### config.mk
export PLATFORM = sky130hd
export DESIGN_NAME = vga_sync_decoder_flat
export DESIGN_NICKNAME = d
export VERILOG_FILES = /design/src/rtl/vga_sync_decoder_if.sv /design/src/rtl/vga_sync_decoder.sv /design/src/flat_wrapper.sv
export SDC_FILE = /design/constraint.sdc
export NUM_CORES = 1
export LEC_CHECK = 0
export BUFFER_PORTS_ARGS = -buffer_cell sky130_fd_sc_hd__buf_4
export CAP_MARGIN = 40
export CORE_UTILIZATION = 51
export DETAILED_ROUTE_END_ITERATION = 8
export PLACE_DENSITY = 0.75
export SKIP_CTS_REPAIR_TIMING = 1
export SLEW_MARGIN = 20
export SYNTH_ARGS = -nofsm -noshare
export SYNTH_HDL_FRONTEND = slang
export SYNTH_SLANG_ARGS = --single-unit
### constraint.sdc
create_clock -name clk -period 2 [get_ports clk]
set_input_delay 0.2 -clock clk [delete_from_list [all_inputs] [get_ports clk]]
set_output_delay 0.2 -clock clk [all_outputs]
set_load 0.05 [all_outputs]
### src/rtl/vga_sync_decoder_if.sv
// Sync inputs and recovered timing results of the VGA sync decoder.
interface vga_sync_decoder_if;
    logic        h_sync_in;
    logic        v_sync_in;
    logic [10:0] x_loc;
    logic [10:0] y_loc;
    logic        de;
    logic        locked;
    logic        lock_lost;
    logic [11:0] line_period;
    logic [11:0] hsync_width;
    logic [11:0] frame_lines;
    logic [7:0]  err_count;

    // Timing source side: drives the syncs, observes the decoder results.
    modport master (
        output h_sync_in, v_sync_in,
        input  x_loc, y_loc, de, locked, lock_lost,
               line_period, hsync_width, frame_lines, err_count
    );

    // Decoder side.
    modport slave (
        input  h_sync_in, v_sync_in,
        output x_loc, y_loc, de, locked, lock_lost,
               line_period, hsync_width, frame_lines, err_count
    );
endinterface

### src/rtl/vga_sync_decoder.sv
// VGA sync decoder: recovers pixel position and data-enable from incoming
// h/v syncs, measures line period, hsync width and lines per frame, and
// runs a lock FSM that confirms the measured timing matches the mode.
module vga_sync_decoder #(
    parameter int H_RES         = 1280,
    parameter int H_FRONT_PORCH = 48,
    parameter int H_SYNC_PULSE  = 112,
    parameter int H_BACK_PORCH  = 248,
    parameter int V_RES         = 1024,
    parameter int V_FRONT_PORCH = 1,
    parameter int V_SYNC_PULSE  = 3,
    parameter int V_BACK_PORCH  = 38,
    parameter int SYNC_POL      = 1,
    parameter int LOCK_FRAMES   = 2
) (
    input  logic              clk,
    input  logic              rst,
    vga_sync_decoder_if.slave bus
);
    typedef enum logic [1:0] {
        SEARCH = 2'd0,
        CHECK  = 2'd1,
        LOCKED = 2'd2
    } lock_state_t;

    localparam int H_TOTAL      = H_RES + H_FRONT_PORCH + H_SYNC_PULSE + H_BACK_PORCH;
    localparam int V_TOTAL      = V_RES + V_FRONT_PORCH + V_SYNC_PULSE + V_BACK_PORCH;
    localparam int H_SYNC_START = H_RES + H_FRONT_PORCH;
    localparam int V_SYNC_START = V_RES + V_FRONT_PORCH;

    // Active-low syncs are inverted on entry so everything downstream sees active-high.
    localparam logic        POL_INV     = (SYNC_POL == 0);
    localparam logic [11:0] SAT         = 12'hFFF;
    localparam logic [11:0] H_TOTAL_12  = 12'(H_TOTAL);
    localparam logic [11:0] V_TOTAL_12  = 12'(V_TOTAL);
    localparam logic [10:0] X_LAST      = 11'(H_TOTAL - 1);
    localparam logic [10:0] Y_LAST      = 11'(V_TOTAL - 1);
    localparam logic [10:0] X_SYNC      = 11'(H_SYNC_START);
    localparam logic [10:0] Y_SYNC      = 11'(V_SYNC_START);
    localparam logic [10:0] X_ACTIVE    = 11'(H_RES);
    localparam logic [10:0] Y_ACTIVE    = 11'(V_RES);
    localparam logic [3:0]  GOOD_TARGET = 4'(LOCK_FRAMES);

    logic        h_s1, h_s2, v_s1, v_s2;
    logic        h_lead, h_trail, v_lead;
    logic [11:0] h_per_cnt, h_wid_cnt, line_cnt, per_cap;
    logic        line_bad, period_bad, timeout, frame_ok;
    lock_state_t state_q, state_d;
    logic [3:0]  good_q, good_d;
    logic        lost_d;
    logic [10:0] x_q, x_d, y_q, y_d;
    logic        de_q, locked_q, lock_lost_q;
    logic [11:0] line_period_q, hsync_width_q, frame_lines_q;
    logic [7:0]  err_q;

    assign h_lead  = h_s1 & ~h_s2;
    assign h_trail = ~h_s1 & h_s2;
    assign v_lead  = v_s1 & ~v_s2;

    // Period of the line ending at this h edge; the counter was zeroed on the previous edge.
    assign per_cap    = (h_per_cnt == SAT) ? SAT : h_per_cnt + 12'd1;
    assign period_bad = h_lead && (per_cap != H_TOTAL_12);
    // Counter pinned at its ceiling means hsync has gone missing.
    assign timeout    = !h_lead && (h_per_cnt == SAT);
    // An h edge coinciding with the v edge still has its own period judged here.
    assign frame_ok   = !line_bad && !period_bad && (line_cnt == V_TOTAL_12);

    // Two-flop sample of each sync, normalised to active-high.
    always_ff @(posedge clk) begin
        if (rst) begin
            h_s1 <= 1'b0;
            h_s2 <= 1'b0;
            v_s1 <= 1'b0;
            v_s2 <= 1'b0;
        end else begin
            h_s1 <= bus.h_sync_in ^ POL_INV;
            h_s2 <= h_s1;
            v_s1 <= bus.v_sync_in ^ POL_INV;
            v_s2 <= v_s1;
        end
    end

    // Line period, hsync width and lines-per-frame measurement.
    always_ff @(posedge clk) begin
        if (rst) begin
            h_per_cnt     <= '0;
            h_wid_cnt     <= '0;
            line_cnt      <= '0;
            line_bad      <= 1'b0;
            line_period_q <= '0;
            hsync_width_q <= '0;
            frame_lines_q <= '0;
        end else begin
            if (h_lead)                h_per_cnt <= '0;
            else if (h_per_cnt != SAT) h_per_cnt <= h_per_cnt + 12'd1;

            if (h_lead)       line_period_q <= per_cap;
            else if (timeout) line_period_q <= SAT;

            if (h_s1) h_wid_cnt <= (h_wid_cnt == SAT) ? SAT : h_wid_cnt + 12'd1;
            else      h_wid_cnt <= '0;
            if (h_trail) hsync_width_q <= h_wid_cnt;

            if (v_lead)                         line_cnt <= '0;
            else if (h_lead && line_cnt != SAT) line_cnt <= line_cnt + 12'd1;
            if (v_lead) frame_lines_q <= line_cnt;

            if (v_lead)          line_bad <= 1'b0;
            else if (period_bad) line_bad <= 1'b1;
        end
    end

    // Recovered position: sync edges re-seed the counters, otherwise free-run.
    always_comb begin
        x_d = x_q;
        y_d = y_q;
        if (h_lead)              x_d = X_SYNC;
        else if (x_q == X_LAST)  x_d = '0;
        else                     x_d = x_q + 11'd1;
        if (v_lead)                          y_d = Y_SYNC;
        else if (!h_lead && x_q == X_LAST)   y_d = (y_q == Y_LAST) ? '0 : y_q + 11'd1;
    end

    // Lock FSM next state; timeout overrides everything.
    always_comb begin
        state_d = state_q;
        good_d  = good_q;
        lost_d  = 1'b0;
        if (timeout) begin
            state_d = SEARCH;
            good_d  = '0;
        end else begin
            case (state_q)
                SEARCH: if (v_lead) begin
                    // The frame in progress at acquisition is partial, never judged.
                    state_d = CHECK;
                    good_d  = '0;
                end
                CHECK: if (v_lead) begin
                    if (frame_ok) begin
                        good_d = good_q + 4'd1;
                        if (good_q + 4'd1 == GOOD_TARGET) state_d = LOCKED;
                    end else begin
                        good_d = '0;
                    end
                end
                LOCKED: if (period_bad || (v_lead && !frame_ok)) begin
                    state_d = CHECK;
                    good_d  = '0;
                end
                default: begin
                    state_d = SEARCH;
                    good_d  = '0;
                end
            endcase
        end
        lost_d = (state_q == LOCKED) && (state_d != LOCKED);
    end

    // Lock FSM state register.
    always_ff @(posedge clk) begin
        if (rst) begin
            state_q <= SEARCH;
            good_q  <= '0;
        end else begin
            state_q <= state_d;
            good_q  <= good_d;
        end
    end

    // Registered position/status outputs, computed from next-state so de drops with locked.
    always_ff @(posedge clk) begin
        if (rst) begin
            x_q         <= '0;
            y_q         <= '0;
            de_q        <= 1'b0;
            locked_q    <= 1'b0;
            lock_lost_q <= 1'b0;
            err_q       <= '0;
        end else begin
            x_q         <= x_d;
            y_q         <= y_d;
            locked_q    <= (state_d == LOCKED);
            de_q        <= (state_d == LOCKED) && (x_d < X_ACTIVE) && (y_d < Y_ACTIVE);
            lock_lost_q <= lost_d;
            if (lost_d && err_q != 8'hFF) err_q <= err_q + 8'd1;
        end
    end

    assign bus.x_loc       = x_q;
    assign bus.y_loc       = y_q;
    assign bus.de          = de_q;
    assign bus.locked      = locked_q;
    assign bus.lock_lost   = lock_lost_q;
    assign bus.line_period = line_period_q;
    assign bus.hsync_width = hsync_width_q;
    assign bus.frame_lines = frame_lines_q;
    assign bus.err_count   = err_q;
endmodule

### src/flat_wrapper.sv
// flat-port wrapper written by rule: the top's interface ports become plain ports
module vga_sync_decoder_flat 
#(
    parameter int H_RES         = 1280,
    parameter int H_FRONT_PORCH = 48,
    parameter int H_SYNC_PULSE  = 112,
    parameter int H_BACK_PORCH  = 248,
    parameter int V_RES         = 1024,
    parameter int V_FRONT_PORCH = 1,
    parameter int V_SYNC_PULSE  = 3,
    parameter int V_BACK_PORCH  = 38,
    parameter int SYNC_POL      = 1,
    parameter int LOCK_FRAMES   = 2
)
  (clk, rst, bus_h_sync_in, bus_v_sync_in, bus_x_loc, bus_y_loc, bus_de, bus_locked, bus_lock_lost, bus_line_period, bus_hsync_width, bus_frame_lines, bus_err_count);
  vga_sync_decoder_if bus_i ();
  input  logic clk;
  input  logic rst;
  input wire logic [$bits(bus_i.h_sync_in)-1:0] bus_h_sync_in;
  input wire logic [$bits(bus_i.v_sync_in)-1:0] bus_v_sync_in;
  output wire logic [$bits(bus_i.x_loc)-1:0] bus_x_loc;
  output wire logic [$bits(bus_i.y_loc)-1:0] bus_y_loc;
  output wire logic [$bits(bus_i.de)-1:0] bus_de;
  output wire logic [$bits(bus_i.locked)-1:0] bus_locked;
  output wire logic [$bits(bus_i.lock_lost)-1:0] bus_lock_lost;
  output wire logic [$bits(bus_i.line_period)-1:0] bus_line_period;
  output wire logic [$bits(bus_i.hsync_width)-1:0] bus_hsync_width;
  output wire logic [$bits(bus_i.frame_lines)-1:0] bus_frame_lines;
  output wire logic [$bits(bus_i.err_count)-1:0] bus_err_count;
  assign bus_i.h_sync_in = bus_h_sync_in;
  assign bus_i.v_sync_in = bus_v_sync_in;
  assign bus_x_loc = bus_i.x_loc;
  assign bus_y_loc = bus_i.y_loc;
  assign bus_de = bus_i.de;
  assign bus_locked = bus_i.locked;
  assign bus_lock_lost = bus_i.lock_lost;
  assign bus_line_period = bus_i.line_period;
  assign bus_hsync_width = bus_i.hsync_width;
  assign bus_frame_lines = bus_i.frame_lines;
  assign bus_err_count = bus_i.err_count;
  vga_sync_decoder #(.H_RES(H_RES), .H_FRONT_PORCH(H_FRONT_PORCH), .H_SYNC_PULSE(H_SYNC_PULSE), .H_BACK_PORCH(H_BACK_PORCH), .V_RES(V_RES), .V_FRONT_PORCH(V_FRONT_PORCH), .V_SYNC_PULSE(V_SYNC_PULSE), .V_BACK_PORCH(V_BACK_PORCH), .SYNC_POL(SYNC_POL), .LOCK_FRAMES(LOCK_FRAMES)) u_core (.clk(clk), .rst(rst), .bus(bus_i));
endmodule
==> impl_metrics.toml <==
[place]
gp_congestion = 0.841
portBuffers = 72
dp_slack_ns = -0.314
dp_hpwl_mm = 8.87
dpl_cell_area_sq_um = 6280

[final_layout]
syn2layout_area_growth_pct = 38.9
final_area_sq_um = 7060
n_fill_cell = 730
final_nets = 769
antenna_cells = 0
drive_gt1_share_pct = 30.0

[critical_path]
crit_path_max_fanout = 4
crit_path_cell_trace = "ha_4 > xor2_1 > or4_1 > a221oi_2 > nand4_1 > buf_4 > o21ai_4 > a2111oi_1 > a211oi_1"
crit_path_top_delay_cell = "or4_1"
end_kind = "flip-flop"
max_stage_delay_ns = 0.43
path_class = "reg -> reg"
cp.required_ns = 2.43
start_kind = "flip-flop"
rrSetupSlack_ns = -0.31
crit_arrival_ns = 2.74

[routing]
dr.pass1.iters = 5
totalWireLength_mm = 13.4
final_antenna_net_count = 0
drc = 0
drt_iter0_drc = 196
vias = 4990
wl_per_cell_microns = 14.9
avgViaCountPerCell = 5.54

[power]
peakVddDrop_v = 0.000815
power.density_nw_per_um2 = 803
cellLeakagePower_nw = 2.80

[outcome]
outcome = "finished with violations"
failed_checks = "negative setup slack"

[logic_synthesis]
synth_flop_cell = "dfxtp_1"
synth.top_cell.area_share_pct = 45.7
yosysMostFrequentCell = "dfxtp_1"
syn-num-nets = 627
synthCells = 613
synth_edf_count = 0
synth-seq-cells = 116
syn-cell-area_sq_um = 5080
ys_warn_count = 0
synthTopCellsByArea = "dfxtp_1, a21oi_1, nand2_1"
yosys-top-cells-count = "dfxtp_1, nand2_1, a21oi_1"
seq_area_frac_synth_pct = 45.7
synth.distinct_cells = 51
async_flop_share_pct = 0
synth_top_cell_by_area = "dfxtp_1"
synth.avg_cell_area_sq_um = 8.29

[clocking]
cts_made_buffers = 17
cts_tree = "built"
cts.path.max_buffers = 2
cts_root_buf = "clkbuf_8"
clk_latency_ns = 0.53
numClockSinks = 116
htreeDepth = 4
clk_pin_slew_ns = 0.06

[run]
max-cap-violations = 0

[timing]
fin_ws_ns = -0.306
min_period_over_period_pct = 115
relSlewSlack_pct = 63.3
setup_viol = 18
worstMarginPinSlew_ns = 0.550
rsz0062_at_grt = "true"
finalCriticalPeriod_ns = 2.31
maxSlewViolCount = 0
max_freq_mhz = 434
finalHoldViolCount = 0
fin_skew_ns = 0.0100

[global_route]
gr-usage-all-layers_pct = 26.0
grt_pass1_wl_mm = 21.1
gr-total-overflow = 0
grt_max_degree = 24
grt_pass1_vias = 4677
antenna_found_initial = 0

[floorplan]
die_w_microns = 102
die_area_sq_um = 10400
core_sq_um = 9730
die_h_microns = 102
rows = 36
io_pins = 73
start_util_pct = 52.2

[min_path]
hold_class = "in -> reg"
[routing by layer]
layer / global-route usage, % / share of wire (%) / vias to the layer above
li1: - / - / 2410
met1: 30.5 / 42 / 2393
met5: 0 / 0 / -
met3: 7.66 / 5.0 / 35
met4: 10.5 / 2.8 / 0
met2: 44.5 / 50 / 152
[final timing paths]
path                                               start                                      to  cells after the start
setup reg to reg        u_core.h_per_cnt[0]$_SDFFE_PP0N_    u_core.bus.err_count[6]$_SDFFE_PP0P_                      9
setup / recovery        u_core.h_per_cnt[0]$_SDFFE_PP0N_    u_core.bus.err_count[6]$_SDFFE_PP0P_                      9
hold / removal                                       rst          u_core.bus.x_loc[8]$_SDFF_PP0_                      2
hold reg to reg   u_core.bus.hsync_width[4]$_SDFFE_PP0P_  u_core.bus.hsync_width[4]$_SDFFE_PP0P_                      2
[state kept, by name, indices dropped and copies added, names as in the netlist, 11 cells and up]
register / count
u_core.h_wid_cnt: 12
u_core.h_per_cnt: 12
u_core.bus.x_loc: 11
u_core.line_cnt: 12
u_core.bus.hsync_width: 12
u_core.bus.line_period: 12
u_core.bus.y_loc: 11
u_core.bus.frame_lines: 12
[layout make-up]
| cell class | instances | area [sq um] | share of cell area, % |
|---|---|---|---|
| multi-input cells | 451 | 2740 | 38.9 |
| flip-flops and latches | 116 | 2350 | 33.3 |
| repair buffers | 153 | 1160 | 16.5 |
| clock buffers | 24 | 502 | 7.11 |
| well taps | 133 | 166 | 2.36 |
| clock inverters | 7 | 70.1 | 0.993 |
| inverters | 16 | 60.1 | 0.851 |
[worst max-delay path, delay by kind of cell (launching register included)]
kind,cells,cell delay [ns]
DFF,1,0.36
xor gates and xnor gates,1,0.13
buffers and inverters,1,0.20
adders and majority gates,1,0.16
and+or+nand+nor,2,0.63
AOI/OAI and AO/OA,4,0.74
[per-stage QoR]
step | setup TNS, ns | power (mW) | hold WS [ns] | utilization [%] | cells
2_1_floorplan | -1.29 | 2.69 | 0.328 | - | 613
3_3_place_gp | -2.77 | 2.81 | 0.426 | 64.5 | 857
3_5_place_dp | -3.45 | 2.82 | 0.427 | 64.5 | 857
4_1_cts | -3.68 | 5.68 | -0.120 | 70.4 | 888
5_1_grt | -5.88 | 5.84 | 0.00877 | 72.5 | 900
6_report | -3.63 | 5.67 | 0.0128 | 72.5 | 900
[cells in the final DEF (no fill, tap or decap), types with 3 or more instances in the layout]
cell,Yosys,layout
a31oi_1,3,3
xnor2_1,19,19
nor2_2,0,3
and2_1,3,3
clkbuf_8,0,5
nand4_1,13,13
clkinvlp_4,0,4
a21oi_1,71,67
a211oi_1,5,5
buf_4,1,148
dfxtp_2,0,13
mux2i_1,4,4
ha_1,10,8
and4_1,7,6
o21ai_1,2,3
o22ai_1,5,3
nand3_1,24,22
nand2_1,89,88
or3_1,11,11
inv_1,16,16
nand3_2,2,4
nand2b_1,10,9
nor3_1,12,10
clkbuf_16,0,17
nor2_1,60,55
xor2_1,24,24
and3_1,11,9
dfxtp_1,116,100
nor2b_1,10,10
dfxtp_4,0,3
o21ai_0,24,22
buf_6,0,3
a21oi_2,0,4
nor4b_1,6,4
[where the power goes]
part / switching, mW / leakage, nW / total [mW] / internal (mW)
combinational: 0.260 / 1.58 / 0.409 / 0.148
sequential: 0.0342 / 0.948 / 2.39 / 2.35
clock: 1.03 / 0.270 / 2.87 / 1.84
total: 1.32 / 2.80 / 5.67 / 4.34
[cell families (layout without fill, tap and decap cells)]
| logic type | after synthesis | after routing | synth area share (%) |
|---|---|---|---|
| AO/OA/AOI/OAI | 129 | 129 | 14.7 |
| XOR/XNOR | 43 | 43 | 7.41 |
| adder cells (fa/ha/maj) | 10 | 10 | 2.46 |
| buffers and inverters | 46 | 200 | 3.50 |
| flip-flops | 116 | 116 | 45.7 |
| multiplexers | 4 | 4 | 0.788 |
| AND/OR/NAND/NOR | 265 | 265 | 25.4 |
Power figures use the tool's default switching activity.
